<file path="src/rtl/fifo_arb_pkg.sv">
// Shared types and default sizing for the FIFO write-side arbiter.
package fifo_arb_pkg;

  typedef enum logic {
    ARB_IDLE = 1'b0,
    ARB_OWN  = 1'b1
  } arb_state_t;

  localparam int ARB_N_REQ     = 4;
  localparam int ARB_DATA_W    = 8;
  localparam int ARB_MAX_BURST = 4;

endpackage

</file>
<file path="src/rtl/fifo_wr_arbiter_rr_pick.sv">
// rr_pick: combinational round-robin selector. Returns the first requester
// found searching upward from last+1, wrapping around to last itself.
module rr_pick
  import fifo_arb_pkg::*;
#(
  parameter  int N_REQ = ARB_N_REQ,
  localparam int IDX_W = (N_REQ > 1) ? $clog2(N_REQ) : 1
) (
  input  logic [N_REQ-1:0] req,
  input  logic [IDX_W-1:0] last,
  output logic             valid,
  output logic [IDX_W-1:0] idx
);

  logic [IDX_W-1:0] cand;

  // Walk candidates from farthest (last itself) to nearest (last+1) so the
  // nearest requester is the one left standing in idx.
  always_comb begin
    // NOTE: every output of a combinational block gets a default before any
    // conditional assignment; a path that skips one would infer a latch.
    valid = 1'b0;
    idx   = '0;
    cand  = '0;
    for (int k = N_REQ; k >= 1; k--) begin
      cand = IDX_W'((int'(last) + k) % N_REQ);
      if (req[cand]) begin
        valid = 1'b1;
        idx   = cand;
      end
    end
  end

endmodule

</file>
<file path="src/rtl/fifo_wr_arbiter.sv">
// fifo_wr_arbiter: shares the FIFO write port among N_REQ producers with
// round-robin grants of at most MAX_BURST beats, stalling on fifo_full.
module fifo_wr_arbiter
  import fifo_arb_pkg::*;
#(
  parameter  int N_REQ     = ARB_N_REQ,
  parameter  int DATA_W    = ARB_DATA_W,
  parameter  int MAX_BURST = ARB_MAX_BURST,
  localparam int IDX_W     = $clog2(N_REQ),
  localparam int CNT_W     = (MAX_BURST > 1) ? $clog2(MAX_BURST) : 1
) (
  input  logic                    clock,
  input  logic                    reset,
  input  logic [N_REQ-1:0]        req,
  input  logic [N_REQ*DATA_W-1:0] data,
  output logic [N_REQ-1:0]        ack,
  input  logic                    fifo_full,
  output logic                    fifo_write,
  output logic [DATA_W-1:0]       fifo_datain,
  output logic [IDX_W-1:0]        grant_id,
  output logic                    busy
);

  arb_state_t       state, state_nxt;
  logic [IDX_W-1:0] owner, owner_nxt;
  logic [IDX_W-1:0] last_owner, last_nxt;
  logic [CNT_W-1:0] beat_cnt, cnt_nxt;
  logic             pick_valid;
  logic [IDX_W-1:0] pick_idx;
  logic             accept;
  logic             last_beat;

  rr_pick #(.N_REQ(N_REQ)) u_pick (
    .req   (req),
    .last  (last_owner),
    .valid (pick_valid),
    .idx   (pick_idx)
  );

  // Write-side outputs are decoded straight from state and inputs so that
  // reset clears them immediately and fifo_full acts within the same cycle.
  assign busy        = (state == ARB_OWN);
  assign accept      = busy & req[owner] & ~fifo_full;
  assign fifo_write  = accept;
  assign ack         = accept ? (N_REQ'(1) << owner) : '0;
  assign fifo_datain = data[owner*DATA_W +: DATA_W];
  assign grant_id    = owner;
  assign last_beat   = (beat_cnt == CNT_W'(MAX_BURST - 1));

  // Next-state decision: arbitrate in IDLE, count/stall/release in OWN.
  always_comb begin
    state_nxt = state;
    owner_nxt = owner;
    cnt_nxt   = beat_cnt;
    last_nxt  = last_owner;
    case (state)
      ARB_IDLE: begin
        if (pick_valid) begin
          state_nxt = ARB_OWN;
          owner_nxt = pick_idx;
          cnt_nxt   = '0;
        end
      end
      ARB_OWN: begin
        if (!req[owner]) begin
          state_nxt = ARB_IDLE;
          last_nxt  = owner;
        end else if (accept && last_beat) begin
          state_nxt = ARB_IDLE;
          last_nxt  = owner;
        end else if (accept) begin
          cnt_nxt = beat_cnt + 1'b1;
        end
        // Otherwise fifo_full is stalling the owner: hold owner and count.
      end
      default: state_nxt = ARB_IDLE;
    endcase
  end

  // State, owner, burst count and round-robin pointer registers.
  always_ff @(posedge clock or posedge reset) begin
    // NOTE: sequential state uses non-blocking assignments so every register
    // samples pre-edge values regardless of process evaluation order.
    if (reset) begin
      state      <= ARB_IDLE;
      owner      <= '0;
      beat_cnt   <= '0;
      last_owner <= IDX_W'(N_REQ - 1);
    end else begin
      state      <= state_nxt;
      owner      <= owner_nxt;
      beat_cnt   <= cnt_nxt;
      last_owner <= last_nxt;
    end
  end

endmodule

</file>
<file path="config.mk">
export PLATFORM = sky130hd
export DESIGN_NAME = fifo_wr_arbiter
export DESIGN_NICKNAME = d
export VERILOG_FILES = /design/src/rtl/fifo_arb_pkg.sv /design/src/rtl/fifo_wr_arbiter_rr_pick.sv /design/src/rtl/fifo_wr_arbiter.sv
export SDC_FILE = /design/constraint.sdc
export NUM_CORES = 1
export LEC_CHECK = 0
export ABC_AREA = 1
export CORE_MARGIN = 2
export CORE_UTILIZATION = 37
export CTS_BUF_LIST = sky130_fd_sc_hd__clkbuf_8
export CTS_CLUSTER_DIAMETER = 50
export CTS_CLUSTER_SIZE = 24
export DETAILED_ROUTE_END_ITERATION = 7
export GPL_ROUTABILITY_DRIVEN = 1
export GPL_TIMING_DRIVEN = 0
export PLACE_DENSITY = 0.94
export SLEW_MARGIN = 5
export SYNTH_ARGS = -nofsm -noshare
export SYNTH_HDL_FRONTEND = slang
export SYNTH_HIERARCHICAL = 1
export SYNTH_SLANG_ARGS = --single-unit
</file>
<file path="constraint.sdc">
create_clock -name clock -period 2.1 [get_ports clock]
set_clock_uncertainty 0.2 [all_clocks]
set_input_delay 0.42 -clock clock [delete_from_list [all_inputs] [get_ports clock]]
set_output_delay 0.42 -clock clock [all_outputs]
set_load 0.05 [all_outputs]
</file>
# After elaboration in Yosys (flattened, before gate mapping)
# Cells that the tools add are included.
# W data, S select, Z words.
[classes]
shift = 2
muxes = 30
n_lt_le_gt_ge = 5
n_addsub = 5
bitwise = 4
reduce_logical = 4
eq_ne = 6
[op_table]
columns = ["op", "n"]
rows = [
  ["$shiftx A32 B6 Y8", 1],
  ["$mux W2", 10],
  ["$lt A2 B3 Y1 const B", 5],
  ["$mux W1", 12],
  ["$bmux W1 S2", 5],
  ["$add A2 B1 Y2 const B", 3],
  ["$ne A2 B1 Y1 const B", 3],
  ["$add A2 B2 Y2 const B", 2],
  ["$mux W4", 1],
  ["$ne A2 B2 Y1 const B", 2],
  ["$pmux W2 S2", 1],
  ["$reduce_and A2 Y1", 2],
  ["$reduce_and A4 Y1", 1],
  ["$shl A1 B2 Y4 const A", 1],
  ["$and A1 B1 Y1", 2],
  ["$eq A2 B2 Y1 const B", 1],
  ["$not A1 Y1", 2],
  ["$pmux W1 S2", 1],
  ["$logic_and A1 B1 Y1", 1],
]
[totals]
elab_cells = 60
output_inout_bits = 16
regBits = 7

# Longest topological paths before layout
# Gate-level depths: netlist of run 1.
[logic_depth]
word_depth = 9
mapped_depth = 12
ltp_nobuf = 11

# Cells and area by module
# The synthesis of run 1 kept the hierarchy.
[by_module_without_submodules]
columns = ["mod", "area_each_um2", "n_inst", "cells_per_inst", "seq_area_each_um2"]
rows = [
  ["fifo_wr_arbiter", 595.6, 1, 90, 177.7],
  ["rr_pick", 246.5, 1, 51, 0.0],
]

# Worst setup path before layout of run 1
# OpenSTA, ideal clock, no wires.
[synth_timing]
path_type = "reg2out"
from = "register owner[0] (netlist: grant_id[0])"
to = "output ack[0]"
path_stages_with_launch = 8
t_required_ns = 1.480
arrival_time_ns = 2.195
n_path_buf = 0
slack_ns = -0.715
path_cell_list = "dfrtp_1 -> inv_2 -> nand2_1 -> nand2_1 -> nand2_1 -> nand2_2 -> nand2_2 -> nor3_1"
[synth_between]
elab_chain_len = 5
elab_cells_between_ends = 6
[synth_lines]
columns = ["item", "line", "text"]
rows = [
  ["from (decl)", "fifo_wr_arbiter.sv:25", "logic [IDX_W-1:0] owner, owner_nxt;"],
  ["from (signal assigned)", "fifo_wr_arbiter.sv:91", "owner <= owner_nxt;"],
  ["$bmux W1 S2", "fifo_wr_arbiter.sv:43", "assign accept = busy & req[owner] & ~fifo_full;"],
  ["$mux W1 (implied by the code)", "fifo_wr_arbiter.sv:43", ""],
  ["$and A1 B1 Y1 (2 in a row)", "fifo_wr_arbiter.sv:43", ""],
  ["$mux W4 (*)", "fifo_wr_arbiter.sv:45", "assign ack = accept ? (N_REQ'(1) << owner) : '0;"],
  ["to (decl)", "fifo_wr_arbiter.sv:16", "output logic [N_REQ-1:0] ack,"],
]
# Mark *: on every way between the ends. The rest lies on a longest branch, timed or not. The select of a mux whose other input is x is not followed.

# Final worst setup path of run 1
[layout_timing]
from = "register owner[0] (netlist: grant_id[0])"
to = "output ack[2]"
# The elaborated chain is that of the path after synthesis.

==> flow_summary_export.csv, run 1 <==
group,metric,value,unit
setup_path,crit_family,"simple AND/OR/NAND/NOR gates",
clock_network,cts_tree,"built",
place,dp_hpwl,2530,um
place,pre_cts_ws,-0.967,ns
routing,routed_via_density,5.23,
die,placementRows,17,
run,maxCapViolCount,0,
setup_path,critPathMaxStageDelay,0.44,ns
sta,grt_setup_unrepaired,"yes",
sta,whs,0.232,ns
setup_path,r2r-start,"last_owner[0]",
clock_network,htreeDepth,1,
die,die-area,2670,um2
setup_path,cpMostUsedCell,"nand2_2",
die,start_util,38.4,%
routing,ant_nets,0,
synthesis,syn_nets,181,
global_routing,grt_pass1_vias,1139,
clock_network,clk_pin_slew,0.04,ns
sta,setup_viol,0,
setup_path,start_kind,"flop",
worst_hold_path,min-delay-path-class,"primary input to async pin",
power,p_seq_share,10.8,%
place,io_buffers,54,
cells_and_area,n_antenna_cell,0,
power,switching_share,58.1,%
routing,drt_iter0_markers,59,
setup_path,cp_num_buf_inv,2,
sta,tightest_slew,0.499,ns
setup_path,critPathKind,"flop to output port",
power,p_leak,0.831,nW
synthesis,async_flop_share,100,%
synthesis,synth_edf_count,0,
power,switching_power,0.00168,W
die,core_area,2190,um2
power,ir_drop,1.07,mV
sta,final_hold_viol_count,0,
synthesis,netlist_area,842,um2
setup_path,crit_fanout,5,
power,p_per_area,1730,nW/um2
global_routing,grt_first_pass_wirelength,5270,um
die,die_w,51.7,um
global_routing,grt-ovfl-total,0,
clock_network,clkLatencyLatePin,0.22,ns
cells_and_area,nFillCells,150,
synthesis,synth_cells,141,
synthesis,ys_seq_area_share,21.1,%
sta,timing.final.ws_setup,0.0370,ns
sta,max_slew_margin,66.7,%
global_routing,grt_use_total,26.3,%
clock_network,clock-sinks,7,
sta,finalCritPeriodShare,98.2,%
routing,postRouteWirelength,3380,um
cells_and_area,syn2layout_area_growth,97.6,%
synthesis,ys_seq_elements,7,
routing,routedWlPerCell,14.4,um
routing,drc,0,
power,power_frac_clock,6.4,%
sta,tns,0,ns
sta,fmax,485,MHz
setup_path,crit_path_start,"grant_id[0]",
setup_path,arrival,1.44,ns
clock_network,cts_max_path_buffers,2,
synthesis,yosys.area.top_type,"nand3_1",
power,total_power,0.00289,W
setup_path,critPathSlowestCell,"dfrtp_2",
place,globalplace.congestion,0.911,
status,status,"complete, no violations",
synthesis,postSynthAreaPerCell,5.97,um2
cells_and_area,mostFrequentLayoutCells,"34 x nand2_1, 34 x clkdlybuf4s50_1, 25 x nand3_1, 14 x nand2_2, 13 x buf_6",
synthesis,ys_types,24,
setup_path,path_cells,"inv_4 > nand2_2 > nand2_2 > nand2_2 > nand2_2 > nand2_4 > nor3_4 > buf_6",
clock_network,holdBufCountCts,0,
synthesis,yosysTopAreaCellShare,19.6,%
global_routing,antenna_found_initial,0,
sta,drv_slew,0,
cells_and_area,drive_above_1_share,35.4,%
clock_network,clockRootBuffer,"clkbuf_8",
setup_path,endpoint_kind,"output port",
clock_network,cts_buffers,3,
routing,vias,1224,
setup_path,cp.required,1.48,ns
global_routing,grt_max_degree,11,
sta,min_period,2.06,ns
synthesis,synth.top_cells.by_area,"nand3_1 20%, nand2_1 17%, dfrtp_1 15%",
synthesis,synth_top_flop_cell,"dfrtp_1",
synthesis,synth_warnings,6,
die,ios,55,
power,p_int,0.00121,W
die,die-height,51.7,um
power,pwr-share-comb,82.8,%
cells_and_area,num-nets-final,247,
routing,firstDrtPassIters,4,
==> layer usage <==
layer | up-vias | track usage [%] | share of wire [%]
met1 | 579 | 31.9 | 39
met3 | 8 | 2.87 | 4.0
li1 | 599 | - | -
met4 | 0 | 11.0 | 2.3
met2 | 38 | 47.0 | 54
met5 | - | 0 | 0
==> final timing paths <==
check | end | slack, ns | depth (start not counted)
hold reg to reg | last_owner[0] | 0.26 | 2
setup / recovery | ack[2] | 0.04 | 8
min in group clock | last_owner[0] | 0.26 | 2
hold / removal | beat_cnt[1] | 0.23 | 2
max in group asynchronous | last_owner[0] | 1.21 | 2
setup reg to reg | grant_id[0] | 0.37 | 8
==> per-stage QoR <==
step | area, um2 | std cells | utilization [%]
3_3_place_gp | 1510 | 223 | 69.0
6_report | 1660 | 234 | 76.0
3_5_place_dp | 1510 | 223 | 69.0
4_1_cts | 1620 | 233 | 73.7
5_1_grt | 1660 | 234 | 76.0
2_1_floorplan | 936 | 141 | -
==> sequential cells by signal (all words and copies together) (netlist names) <==
signal	cells
last_owner	2
beat_cnt	2
busy	1
grant_id	2
==> synthesized netlist by cell type (all sizes together) (2+ instances only) <==
library cell / n
nor2: 8
a22oi: 8
dfstp: 2
dfrtp: 5
nor3: 4
buf: 3
nand2: 49
inv: 16
a21oi: 2
o21ai: 3
clkbuf: 2
nand3: 33
nand4: 2
==> layout make-up <==
| class | instances | area (um2) | area share, % |
|---|---|---|---|
| clock inverters | 1 | 5.00 | 0.301 |
| clock buffers | 3 | 41.3 | 2.48 |
| multi-input cells | 113 | 688 | 41.4 |
| repair buffers | 62 | 606 | 36.4 |
| well taps | 28 | 35.0 | 2.11 |
| inverters | 16 | 70.1 | 4.21 |
| flip-flops and latches | 7 | 181 | 10.9 |
| plain buffers | 4 | 37.5 | 2.26 |
==> power groups by stage <==
stage               Clock, W  Combinational [W]  Sequential [W]
finish              0.000185            0.00239        0.000312
global route        0.000197            0.00255        0.000325
floorplan                  0            0.00144        0.000400
global placement           0            0.00206        0.000307
CTS                 0.000189            0.00223        0.000307
detailed placement         0            0.00211        0.000313
==> logic make-up (layout without fill, tap and decap cells) <==
| kind of cell | after synthesis | after routing | synth area share [%] |
|---|---|---|---|
| buffers and inverters | 21 | 86 | 11.4 |
| AOI/OAI and AO/OA | 14 | 14 | 11.4 |
| adders and majority gates | 1 | 1 | 1.49 |
| DFF | 7 | 7 | 21.1 |
| and+or+nand+nor | 98 | 98 | 54.5 |
==> repair_timing <==
item | 4_1_cts | 5_1_grt
resized for setup | 101 | 14
pin swaps | 5 | 3
gates cloned | 0 | 0
endpoints found under the setup margin | 13 | 14
setup buffers | 6 | 2
No activity file was read; power rests on OpenSTA's default activity.
==> run 2: changes to the inputs <==
CORE_UTILIZATION = 36   (was 37)
CTS_CLUSTER_DIAMETER = 60   (was 50)
PLACE_DENSITY = 0.93   (was 0.94)
SYNTH_HIERARCHICAL = default   (was 1)
==> run 2 against run 1 <==
  * The run now ends with setup timing left
  * Non-clock buffer count increased by 5
  * Synthesized cell count fell by 1.4%
  * Largest cell class is now non-clock buffers
  * Maximum frequency fell by 14%
==> flow_summary_export.csv, run 2 <==
group,metric,value,unit
setup_path,crit_path_start,"req[0]",
clock_network,clk_pin_slew,0.04,ns
place,place_area,1500,um2
place,dp.cells,221,
place,io_buffers,54,
sta,drv_slew,0,
synthesis,synth.top_cells.by_area,"nand2_1 25%, nand3_1 16%, dfrtp_1 15%",
cells_and_area,n_antenna_cell,0,
cells_and_area,drive_above_1_share,34.8,%
setup_path,cp.required,1.48,ns
sta,setup_viol,13,
cells_and_area,final_common_cell,"nand2_1",
cells_and_area,final_cell_area,1780,um2
clock_network,cts_tree,"built",
setup_path,start_kind,"primary input",
setup_path,reg2reg_to,"grant_id[0]",
synthesis,async_flop_share,100,%
die,die-height,51.4,um
sta,timing.final.ws_setup,-0.301,ns
clock_network,clockRootBuffer,"clkbuf_8",
setup_path,critPathSlowestCell,"clkdlybuf4s50_1",
global_routing,grt-ovfl-total,0,
global_routing,antenna_found_initial,0,
clock_network,holdBufCountCts,0,
synthesis,synth_warnings,0,
sta,tightest_slew,0.526,ns
cells_and_area,mostFrequentLayoutCells,"51 x nand2_1, 37 x clkdlybuf4s50_1, 20 x nand3_1, 14 x buf_6, 13 x inv_1",
synthesis,yosys.cell_count.top_type,"nand2_1",
global_routing,grt_first_pass_wirelength,5750,um
setup_path,critPathKind,"primary input to output port",
synthesis,synth_top_flop_cell,"dfrtp_1",
sta,tns,-3.00,ns
routing,routed_via_density,5.68,
setup_path,critPathMaxStageDelay,0.58,ns
routing,vias,1352,
clock_network,htreeDepth,1,
setup_path,setup.worst_path.end,"ack[2]",
routing,ant_nets,0,
cells_and_area,nFillCells,114,
synthesis,ys_types,23,
clock_network,clock-sinks,7,
sta,whs,0.211,ns
die,start_util,37.3,%
setup_path,r2r_cells,12,
synthesis,syn_nets,179,
clock_network,cts_max_path_buffers,2,
place,globalplace.congestion,0.804,
power,p_per_area,1750,nW/um2
cells_and_area,final_cell_count_no_fill,238,
synthesis,yosysTopAreaCellShare,24.6,%
routing,routedWlPerCell,18.2,um
die,placementRows,17,
synthesis,ys_seq_area_share,22.0,%
synthesis,yosys.area.top_type,"nand2_1",
clock_network,clkLatencyLatePin,0.24,ns
setup_path,arrival,1.78,ns
setup_path,r2r_slack,0.15,ns
sta,min_period,2.40,ns
clock_network,cts_buffers,3,
sta,final_hold_viol_count,0,
place,dp_hpwl,2380,um
run,maxCapViolCount,0,
setup_path,path_cells,"clkdlybuf4s50_1 > a21oi_2 > nand2_2 > nand3_4 > nor3_4 > buf_6",
routing,firstDrtPassIters,4,
sta,max_slew_margin,64.8,%
setup_path,cp_num_buf_inv,2,
status,status,"finished with violations",
routing,postRouteWirelength,4320,um
setup_path,path_depth,6,
setup_path,r2r-start,"last_owner[0]",
die,die-area,2640,um2
global_routing,grt_pass1_vias,1310,
synthesis,synth_edf_count,0,
power,ir_drop,1.18,mV
sta,fmax,417,MHz
synthesis,synthTopCellsByCount,"53 x nand2_1, 26 x nand3_1, 17 x inv_1, 8 x a22oi_1, 7 x nor2_1",
sta,finalCritPeriodShare,114,%
die,die_w,51.4,um
setup_path,crit_family,"buffers and inverters",
die,core_area,2170,um2
routing,drt_iter0_markers,68,
setup_path,crit_fanout,4,
cells_and_area,num-nets-final,251,
synthesis,netlist_area,808,um2
status,violations,"setup timing",
synthesis,postSynthAreaPerCell,5.81,um2
routing,drc,0,
cells_and_area,syn2layout_area_growth,120,%
place,pre_cts_ws,-0.988,ns
synthesis,ys_seq_elements,7,
global_routing,grt_use_total,29.2,%
power,p_leak,0.850,nW
global_routing,grt_max_degree,11,
die,ios,55,
sta,grt_setup_unrepaired,"yes",
synthesis,synth_cells,139,
worst_hold_path,min-delay-path-class,"primary input to async pin",
setup_path,endpoint_kind,"output port",
run 2: through the flow:
| step | util [%] | total power (W) |
|---|---|---|
| after floorplan | - | 0.00178 |
| after global placement | 68.9 | 0.00229 |
| after detailed placement | 68.9 | 0.00236 |
| after CTS | 78.5 | 0.00285 |
| after global routing | 82.1 | 0.00326 |
| final | 82.1 | 0.00311 |
run 2: metal layers:
| metal | track usage, % | share of wire, % | up-vias |
|---|---|---|---|
| li1 | - | - | 604 |
| met1 | 29.3 | 37 | 629 |
| met2 | 52.8 | 48 | 98 |
| met3 | 8.19 | 10 | 21 |
| met4 | 17.5 | 5.2 | 0 |
| met5 | 0 | 0 | - |
run 2: worst reg2reg max path, cell delays in order (launching register included):
cell	delay, ns
dfstp_2	0.51
buf_4	0.16
inv_1	0.13
nand2_1	0.11
nand2_1	0.10
nand2_1	0.11
nand2_1	0.07
nand2_1	0.09
nand3_1	0.10
nand2_1	0.08
inv_1	0.04
nand2_1	0.06
nand2_1	0.07
run 2: cell type report:
| cell class | count | area (um2) | area share [%] |
|---|---|---|---|
| Inverter | 18 | 76.3 | 4.29 |
| Clock inverter | 1 | 5.00 | 0.281 |
| Tap cell | 28 | 35.0 | 1.97 |
| Multi-Input combinational cell | 110 | 699 | 39.3 |
| Sequential cell | 7 | 183 | 10.3 |
| Clock buffer | 3 | 41.3 | 2.32 |
| Timing Repair Buffer | 67 | 706 | 39.6 |
| Buffer | 4 | 35.0 | 1.97 |
run 2: cells by family after synthesis:
| logic type | after synthesis | synth area share, % |
|---|---|---|
| DFF | 7 | 22.0 |
| adders and majority gates | 1 | 1.55 |
| buffers and inverters | 22 | 11.6 |
| AOI/OAI and AO/OA | 15 | 13.2 |
| and+or+nand+nor | 94 | 51.7 |
run 2: timing repair:
action | in CTS | in global routing
buffers inserted | 10 | 3
gates resized for setup | 111 | 9
setup endpoints to repair | 15 | 13
pin swaps | 8 | 1
run 2: worst min-delay path by stage:
stage | end | slack [ns] | cells after the start
floorplan | beat_cnt[0] | 0.02 | 1
global placement | last_owner[1] | 0.28 | 2
detailed placement | last_owner[1] | 0.29 | 2
CTS | busy | 0.22 | 2
global route | busy | 0.24 | 2
finish | grant_id[1] | 0.21 | 2
run 2: power breakdown:
part	total, W	internal, W	switching [W]
logic	0.00259	0.000978	0.00162
clock network	0.000198	0.000129	0.0000686
registers	0.000319	0.000225	0.0000946
